<file path="src/rtl/llr_frame_loader_pkg.sv">
// Shared constants and types for the LDPC intrinsic-LLR frame loader.
//   L             circulant size / words per PE memory
//   K             block rows/cols; PE_COUNT = K*K processing elements
//   FRAME_LEN     intrinsic messages per frame (L*K*K)
//   ADDR_WIDTH    PE memory address width (log2(L))
//   MESSAGE_WIDTH intrinsic LLR width
//   loader_state_t  loader FSM states
package ldpc_pkg;

  localparam int unsigned L             = 32;
  localparam int unsigned K             = 6;
  localparam int unsigned PE_COUNT      = K * K;
  localparam int unsigned FRAME_LEN     = L * PE_COUNT;
  localparam int unsigned ADDR_WIDTH    = 5;
  localparam int unsigned MESSAGE_WIDTH = 5;
  localparam int unsigned CLR_CYCLES    = 2;

  typedef enum logic [1:0] {
    IDLE,
    CLEAR,
    LOAD,
    WAIT_DONE
  } loader_state_t;

endpackage

</file>
<file path="src/rtl/llr_frame_loader_if.sv">
// Valid/ready LLR stream feeding the frame loader.
//   s_valid  beat valid (source -> loader)
//   s_ready  loader accepts beat (loader -> source)
//   s_data   LLR value
//   s_last   final beat of frame
// master: stream source; slave: the loader.
interface llr_frame_loader_if #(
  parameter int unsigned MESSAGE_WIDTH = ldpc_pkg::MESSAGE_WIDTH
);

  logic                     s_valid;
  logic                     s_ready;
  logic [MESSAGE_WIDTH-1:0] s_data;
  logic                     s_last;

  modport master (
    output s_valid,
    output s_data,
    output s_last,
    input  s_ready
  );

  modport slave (
    input  s_valid,
    input  s_data,
    input  s_last,
    output s_ready
  );

endinterface

</file>
<file path="src/rtl/llr_frame_loader_pe_addr_counter.sv">
// Write-position counters for the frame loader.
// addr_cnt walks 0..L-1 inside one PE memory; pe_idx advances when addr_cnt
// wraps and walks 0..PE_COUNT-1. last_beat flags the final position of a frame.
//   clk, rst_n  clock, async active-low reset
//   inc         advance one position (accepted beat)
//   clr         return both counters to 0 (frame end); wins over inc
//   addr_cnt    current PE memory address
//   pe_idx      current PE index
//   last_beat   current position is the last one of the frame
module pe_addr_counter #(
  parameter int unsigned L          = ldpc_pkg::L,
  parameter int unsigned PE_COUNT   = ldpc_pkg::PE_COUNT,
  parameter int unsigned ADDR_WIDTH = ldpc_pkg::ADDR_WIDTH,
  parameter int unsigned IDX_WIDTH  = $clog2(ldpc_pkg::PE_COUNT)
) (
  input  logic                  clk,
  input  logic                  rst_n,
  input  logic                  inc,
  input  logic                  clr,
  output logic [ADDR_WIDTH-1:0] addr_cnt,
  output logic [IDX_WIDTH-1:0]  pe_idx,
  output logic                  last_beat
);

  import ldpc_pkg::*;

  localparam logic [ADDR_WIDTH-1:0] ADDR_MAX = ADDR_WIDTH'(L - 1);
  localparam logic [IDX_WIDTH-1:0]  IDX_MAX  = IDX_WIDTH'(PE_COUNT - 1);

  logic addr_wrap;

  always_comb begin
    addr_wrap = (addr_cnt == ADDR_MAX);
    last_beat = addr_wrap && (pe_idx == IDX_MAX);
  end

  always_ff @(posedge clk or negedge rst_n) begin
    if (!rst_n) begin
      addr_cnt <= '0;
      pe_idx   <= '0;
    end else if (clr) begin
      addr_cnt <= '0;
      pe_idx   <= '0;
    end else if (inc) begin
      if (addr_wrap) begin
        addr_cnt <= '0;
        pe_idx   <= (pe_idx == IDX_MAX) ? '0 : pe_idx + 1'b1;
      end else begin
        addr_cnt <= addr_cnt + 1'b1;
      end
    end
  end

endmodule

</file>
<file path="src/rtl/llr_frame_loader.sv">
// Upstream feeder for the LDPC decoder: takes one frame of channel LLRs over a
// valid/ready stream and writes them into the decoder's PE memories.
// A frame is cleared (ext_reset) and loaded only after the decoder signals
// completion of the previous one by toggling f_id.
//   clk           system clock
//   reset         asynchronous active-low reset
//   stream        LLR stream (slave side): s_valid/s_ready/s_data/s_last
//   f_id          decoder frame id, toggles when a decode finishes
//   ext_reset     decoder clear strobe, CLR_CYCLES long
//   en            decoder enable, set after the first clear, held until reset
//   pe_select     one-hot PE write select, all-zero = no write
//   load_add_in   PE memory address of the write
//   int_in        intrinsic data of the write
//   frame_loaded  one-cycle pulse with the final write of a frame
//   len_err       sticky frame-length error
module llr_frame_loader #(
  parameter int unsigned L             = ldpc_pkg::L,
  parameter int unsigned K             = ldpc_pkg::K,
  parameter int unsigned ADDR_WIDTH    = ldpc_pkg::ADDR_WIDTH,
  parameter int unsigned MESSAGE_WIDTH = ldpc_pkg::MESSAGE_WIDTH,
  parameter int unsigned CLR_CYCLES    = ldpc_pkg::CLR_CYCLES
) (
  input  logic                     clk,
  input  logic                     reset,
  llr_frame_loader_if.slave        stream,
  input  logic                     f_id,
  output logic                     ext_reset,
  output logic                     en,
  output logic [K*K-1:0]           pe_select,
  output logic [ADDR_WIDTH-1:0]    load_add_in,
  output logic [MESSAGE_WIDTH-1:0] int_in,
  output logic                     frame_loaded,
  output logic                     len_err
);

  import ldpc_pkg::*;

  localparam int unsigned PE_CNT    = K * K;
  localparam int unsigned IDX_WIDTH = $clog2(PE_CNT);
  localparam int unsigned CLR_WIDTH = (CLR_CYCLES > 1) ? $clog2(CLR_CYCLES) : 1;

  localparam logic [CLR_WIDTH-1:0] CLR_LAST = CLR_WIDTH'(CLR_CYCLES - 1);
  localparam logic [PE_CNT-1:0]    PE_ONE   = {{(PE_CNT-1){1'b0}}, 1'b1};

  loader_state_t state, state_nxt;

  logic [CLR_WIDTH-1:0]  clr_cnt;
  logic                  ref_fid;
  logic                  done_seen;
  logic [ADDR_WIDTH-1:0] addr_cnt;
  logic [IDX_WIDTH-1:0]  pe_idx;
  logic                  last_beat;

  logic s_ready_c;
  logic accept;
  logic frame_end;
  logic clear_done;

  pe_addr_counter #(
    .L          (L),
    .PE_COUNT   (PE_CNT),
    .ADDR_WIDTH (ADDR_WIDTH),
    .IDX_WIDTH  (IDX_WIDTH)
  ) u_pe_addr_counter (
    .clk       (clk),
    .rst_n     (reset),
    .inc       (accept),
    .clr       (frame_end),
    .addr_cnt  (addr_cnt),
    .pe_idx    (pe_idx),
    .last_beat (last_beat)
  );

  always_ff @(posedge clk or negedge reset) begin
    if (!reset) state <= IDLE;
    else        state <= state_nxt;
  end

  // Beats are only ever accepted while in LOAD; the frame-ending beat moves
  // the FSM out of LOAD so s_ready drops on the very next cycle.
  always_comb begin
    state_nxt  = state;
    s_ready_c  = 1'b0;
    ext_reset  = 1'b0;
    accept     = 1'b0;
    frame_end  = 1'b0;
    clear_done = 1'b0;
    case (state)
      IDLE: begin
        if (stream.s_valid) state_nxt = CLEAR;
      end
      CLEAR: begin
        ext_reset = 1'b1;
        if (clr_cnt == CLR_LAST) begin
          clear_done = 1'b1;
          state_nxt  = LOAD;
        end
      end
      LOAD: begin
        s_ready_c = 1'b1;
        accept    = stream.s_valid;
        frame_end = accept && (stream.s_last || last_beat);
        if (frame_end) state_nxt = WAIT_DONE;
      end
      WAIT_DONE: begin
        if (done_seen) state_nxt = CLEAR;
      end
      default: state_nxt = IDLE;
    endcase
  end

  assign stream.s_ready = s_ready_c;

  // Control registers: clear timer, enable, frame-id reference and the
  // remembered decode-complete event.
  always_ff @(posedge clk or negedge reset) begin
    if (!reset) begin
      clr_cnt   <= '0;
      en        <= 1'b0;
      ref_fid   <= 1'b0;
      done_seen <= 1'b0;
      len_err   <= 1'b0;
    end else begin
      if (state == CLEAR && !clear_done) clr_cnt <= clr_cnt + 1'b1;
      else                               clr_cnt <= '0;

      if (clear_done) begin
        en      <= 1'b1;
        ref_fid <= f_id;
      end

      // A toggle seen during LOAD is held here until WAIT_DONE consumes it.
      if (state == WAIT_DONE && done_seen)
        done_seen <= 1'b0;
      else if ((state == LOAD || state == WAIT_DONE) && (f_id != ref_fid))
        done_seen <= 1'b1;

      // Length error: s_last early, or missing on the final position.
      if (accept && (stream.s_last != last_beat)) len_err <= 1'b1;
    end
  end

  always_ff @(posedge clk or negedge reset) begin
    if (!reset) begin
      pe_select    <= '0;
      load_add_in  <= '0;
      int_in       <= '0;
      frame_loaded <= 1'b0;
    end else begin
      frame_loaded <= frame_end;
      if (accept) begin
        pe_select   <= PE_ONE << pe_idx;
        load_add_in <= addr_cnt;
        int_in      <= stream.s_data;
      end else begin
        pe_select   <= '0;
      end
    end
  end

endmodule
</file>
<file path="src/flat_wrapper.sv">
// flat-port wrapper written by rule: the top's interface ports become plain ports
module llr_frame_loader_flat import ldpc_pkg::*;
#(
  parameter int unsigned L             = ldpc_pkg::L,
  parameter int unsigned K             = ldpc_pkg::K,
  parameter int unsigned ADDR_WIDTH    = ldpc_pkg::ADDR_WIDTH,
  parameter int unsigned MESSAGE_WIDTH = ldpc_pkg::MESSAGE_WIDTH,
  parameter int unsigned CLR_CYCLES    = ldpc_pkg::CLR_CYCLES
)
  (clk, reset, f_id, ext_reset, en, pe_select, load_add_in, int_in, frame_loaded, len_err, stream_s_valid, stream_s_data, stream_s_last, stream_s_ready);
  llr_frame_loader_if #(.MESSAGE_WIDTH(MESSAGE_WIDTH)) stream_i ();
  input  logic clk;
  input  logic reset;
  input  logic f_id;
  output logic ext_reset;
  output logic en;
  output logic [K*K-1:0] pe_select;
  output logic [ADDR_WIDTH-1:0] load_add_in;
  output logic [MESSAGE_WIDTH-1:0] int_in;
  output logic frame_loaded;
  output logic len_err;
  input wire logic [$bits(stream_i.s_valid)-1:0] stream_s_valid;
  input wire logic [$bits(stream_i.s_data)-1:0] stream_s_data;
  input wire logic [$bits(stream_i.s_last)-1:0] stream_s_last;
  output wire logic [$bits(stream_i.s_ready)-1:0] stream_s_ready;
  assign stream_i.s_valid = stream_s_valid;
  assign stream_i.s_data = stream_s_data;
  assign stream_i.s_last = stream_s_last;
  assign stream_s_ready = stream_i.s_ready;
  llr_frame_loader #(.L(L), .K(K), .ADDR_WIDTH(ADDR_WIDTH), .MESSAGE_WIDTH(MESSAGE_WIDTH), .CLR_CYCLES(CLR_CYCLES)) u_core (.clk(clk), .reset(reset), .stream(stream_i), .f_id(f_id), .ext_reset(ext_reset), .en(en), .pe_select(pe_select), .load_add_in(load_add_in), .int_in(int_in), .frame_loaded(frame_loaded), .len_err(len_err));
endmodule
</file>
<file path="config.mk">
export PLATFORM = sky130hd
export DESIGN_NAME = llr_frame_loader_flat
export DESIGN_NICKNAME = d
export VERILOG_FILES = /design/src/rtl/llr_frame_loader_pkg.sv /design/src/rtl/llr_frame_loader_if.sv /design/src/rtl/llr_frame_loader_pe_addr_counter.sv /design/src/rtl/llr_frame_loader.sv /design/src/flat_wrapper.sv
export SDC_FILE = /design/constraint.sdc
export NUM_CORES = 1
export LEC_CHECK = 0
export BUFFER_PORTS_ARGS = -buffer_cell sky130_fd_sc_hd__buf_2
export CAP_MARGIN = 40
export CELL_PAD_IN_SITES_DETAIL_PLACEMENT = 2
export CELL_PAD_IN_SITES_GLOBAL_PLACEMENT = 2
export CORE_ASPECT_RATIO = 0.9
export CORE_MARGIN = 5
export CORE_UTILIZATION = 33
export DETAILED_ROUTE_END_ITERATION = 10
export GPL_TIMING_DRIVEN = 1
export PLACE_DENSITY_LB_ADDON = 0.15
export SLEW_MARGIN = 10
export SYNTH_ARGS = -nofsm -noshare
export SYNTH_HDL_FRONTEND = slang
export SYNTH_SLANG_ARGS = --single-unit
</file>
<file path="constraint.sdc">
create_clock -name clk -period 2.75 [get_ports clk]
set_input_delay 0.275 -clock clk [delete_from_list [all_inputs] [get_ports clk]]
set_output_delay 0.275 -clock clk [all_outputs]
set_load 0.005 [all_outputs]
</file>
==> results list <==
* Status: completed
- Power spread over the standard cell area amounts to ~820 mW/mm^2.
- By instance count, the leading cell after synthesis is sky130_fd_sc_hd__dfrtp_1.
* CP Max Fanout: 7
- In this run, post-CTS repair resized a total of 0 instances.
* Tcrit/Tclk final: 0.880
- Count of final max-slew check failures: 0
- The die is 104 um wide.
- Warning count from the yosys run: 0
- Fill cells in the final layout number roughly 850.
* Critical path data arrival time: approximately 2.7 ns
* Area of the core region: between 0.007 and 0.008 mm^2
* Proportion of netlist area held by the largest area contributor: 0.623
- Among all flip-flop cells after synthesis, the most frequent one is sky130_fd_sc_hd__dfrtp_1.
- Cell type of the slowest stage on the worst timing path: sky130_fd_sc_hd__dfrtp_1
- First-pass GRT wire length: between 10000 and 15000 um
- Clock-pin slew was measured on the worst setup and hold paths at 0.07 ns.
* Static power due to leakage: about 1.7 nW
- Adding up every negative setup slack in the final design gives 0 ns.
- Counting I/O delays and the setup requirement, the final critical path takes 2.42 ns.
* Endpoint kind of the worst setup timing path: register
* CP top delay family: adder cells
- In this design, the stage delay of the slowest critical-path cell is around 0.43 ns.
- Clock latency on the worst-skew pair, taken at its later pin, is ~0.33 ns.
- Measured against its own limit, the worst slew margin works out to 0.474.
- Starting Density: 0.343
- Once layout is done, the placed cells without fillers occupy between 0.003 and 0.004 mm^2.
* Syn_area_per_cell: roughly 11 um^2
* Clock root buffer: sky130_fd_sc_hd__clkbuf_8
- Summing every instance area after synthesis gives approximately 0.0026 mm^2.
* Global route overflow: 0
- Most instantiated cells after synthesis: 65 x sky130_fd_sc_hd__dfrtp_1, 52 x sky130_fd_sc_hd__nand2_1, 25 x sky130_fd_sc_hd__nor2_1, 19 x sky130_fd_sc_hd__and2_1, 14 x sky130_fd_sc_hd__ha_1
- Number of buffer and inverter instances along the worst setup path: 0
- The cell count after synthesis came out at roughly 240.
- Floorplan row count: 30
* Clock tree from TritonCTS: done
- Number of global-route vias before repair: approximately 2.2k
- # nets final: around 340
* Final antenna-violating net count: 0
- Cell taking the most area after synthesis: sky130_fd_sc_hd__dfrtp_1
- Height of the die: roughly 94 um
- The number of hold buffers added after CTS was 0.
* Dpl cell area: about 0.003 mm^2
- Highest clock rate: 413 MHz
- Final RePlAce weighted congestion: around 0.8
- Number of buffers inserted by port buffering: 60
- Layout cells sized above 1: 0.264
* Maximum number of pins on one net before global-route repair: 35
* Transition at the pin with the smallest max-transition slack: ~0.8 ns
- Number of detailed-route iterations in the first pass: 4
* EDFF count, synth: 0
* Maximum clock path buffer count: 2
- Post-synthesis net count: around 270
* Combined global-route utilization of all metal layers: 0.141
- The share of the Yosys chip area taken by registers is 0.623.
- Antenna violations before repair: 0
- Number of vias per cell: roughly 4.7
- In the synthesized netlist the async set-or-reset flop fraction comes to 1.00.
- Summed over all nets, the half-perimeter wirelength after detailed placement is slightly below 5000 um.
* Main area contributors after synthesis: sky130_fd_sc_hd__dfrtp_1 62%, sky130_fd_sc_hd__nand2_1 7.5%, sky130_fd_sc_hd__ha_1 6.7%
- Clock sink total: 65
* Starting DRC count in detailed routing: 33
- Worst hold path class: in -> async
- Setup repair after global routing left no endpoint under its margin.
* Boundary Pins: 61
* FF+latch count, synth: 65
- Total number of vias: approximately 1.9k
* Die Outline Area: roughly 0.0098 mm^2
- H-tree levels: 3
* Maximum resistive drop on vdd: 0.322 mV
* Launching element type of the critical path: register
- Once the clock tree was built, the setup fixing pass inserted 0 buffers.
- Clock buffers created by TritonCTS: 9
- By instance count, the cell type seen most on the critical path is sky130_fd_sc_hd__ha_1.
* Detailed-route wire length: around 6600 um
- Average routed wire per standard cell: around 16 um
- The repair_antennas step left the layout with diodes totalling 0.
- CP Data Required Time: roughly 3.0 ns
* Number of distinct library cells after synthesis: 34
* Number of endpoints failing setup at the final stage: 0
* Type of the worst setup path: reg -> reg
- Clock Skew: 0.00965 ns
- Final count of hold timing violations: 0
* Number of maximum-capacitance violations: 0
- CP cell instances: ha_1, and3_1, ha_1, nand4_1, ha_1, and3b_1, a31oi_2, nand2_1, o22ai_1
- DRC violation count after routing: 0
- From synthesis to final layout, the design area changed by 23.0%.
-- layout by cell type (no fill, tap or decap), drive strengths merged, types with 3 or more instances in the layout --
cell type  Yosys  final
dfrtp         65     65
ha            14     14
clkbuf         2     11
o21ai          7      7
inv           13     13
nand4          3      3
nor4           3      3
a21oi          4      4
nand2         52     52
and2          19     19
nand3          8      8
xor2           3      3
nor2          25     25
buf            3     64
-- power by group --
group	switching [mW]	leakage (nW)	internal (mW)	total, mW
sequential	0.156	0.861	1.10	1.26
clock	0.352	0.0871	0.363	0.715
combinational	0.386	0.802	0.266	0.651
-- layout make-up --
type,count,area [um^2],area share
clock buffers,11,151,0.0471
multi-input cells,158,906,0.282
well taps,96,120,0.0374
inverters,13,48.8,0.0152
clock inverters,3,17.5,0.00545
flip-flops and latches,65,1630,0.506
repair buffers,64,343,0.107
-- state kept, by name (all words and copies together), names as in the netlist --
| signal | count |
|---|---|
| u_core.pe_select | 36 |
| u_core.u_pe_addr_counter.pe_idx | 6 |
| u_core.int_in | 5 |
| u_core.load_add_in | 5 |
| u_core.u_pe_addr_counter.addr_cnt | 5 |
| u_core.state | 2 |
| u_core.clr_cnt | 1 |
| u_core.done_seen | 1 |
| u_core.en | 1 |
| u_core.frame_loaded | 1 |
| u_core.len_err | 1 |
| u_core.ref_fid | 1 |
-- routing by layer --
metal / vias up / GRT usage / wire length, um
li1: 916 / - / -
met1: 975 / 0.171 / 2940
met2: 40 / 0.237 / 3220
met3: 8 / 0.0451 / 342
met4: 0 / 0.0518 / 82
met5: - / 0 / 0
-- metrics by stage --
stage                     power (mW)   util  hold WS [ns]  worst slack [ns]  cells
final                           2.63  0.422        0.0195             0.329    410
after global routing            2.82  0.422        0.0780             0.127    410
after CTS                       2.68  0.422        0.0393             0.292    410
after detailed placement        1.95  0.400         0.405             0.340    396
after global placement          1.91  0.400         0.402             0.464    396
after floorplan                 1.66      -       -0.0206             0.617    241
-- cell families after synthesis --
logic type | after synthesis | share of synthesized area
xor gates and xnor gates | 3 | 0.0101
adders and majority gates | 14 | 0.0671
AOI/OAI and AO/OA | 17 | 0.0421
DFF | 65 | 0.623
buffers and inverters | 18 | 0.0307
muxes | 4 | 0.0163
and+or+nand+nor | 120 | 0.211
-- worst paths after layout --
check	slack [ns]	end	startpoint	cells past startpoint
setup / recovery	0.33	u_core.u_pe_addr_counter.pe_idx[4]$_DFFE_PN0P_	u_core.u_pe_addr_counter.addr_cnt[0]$_DFFE_PN0P_	9
hold / removal	0.02	u_core.pe_select[18]$_DFF_PN0_	reset	1
setup reg to reg	0.33	u_core.u_pe_addr_counter.pe_idx[4]$_DFFE_PN0P_	u_core.u_pe_addr_counter.addr_cnt[0]$_DFFE_PN0P_	9
hold reg to reg	0.44	u_core.clr_cnt$_DFF_PN0_	u_core.clr_cnt$_DFF_PN0_	1
max in group asynchronous	2.07	u_core.u_pe_addr_counter.pe_idx[0]$_DFFE_PN0P_	reset	2
min in group clk	0.13	u_core.int_in[1]$_DFFE_PN0P_	stream_s_data[1]	3
Power figures use the tool's default switching activity.
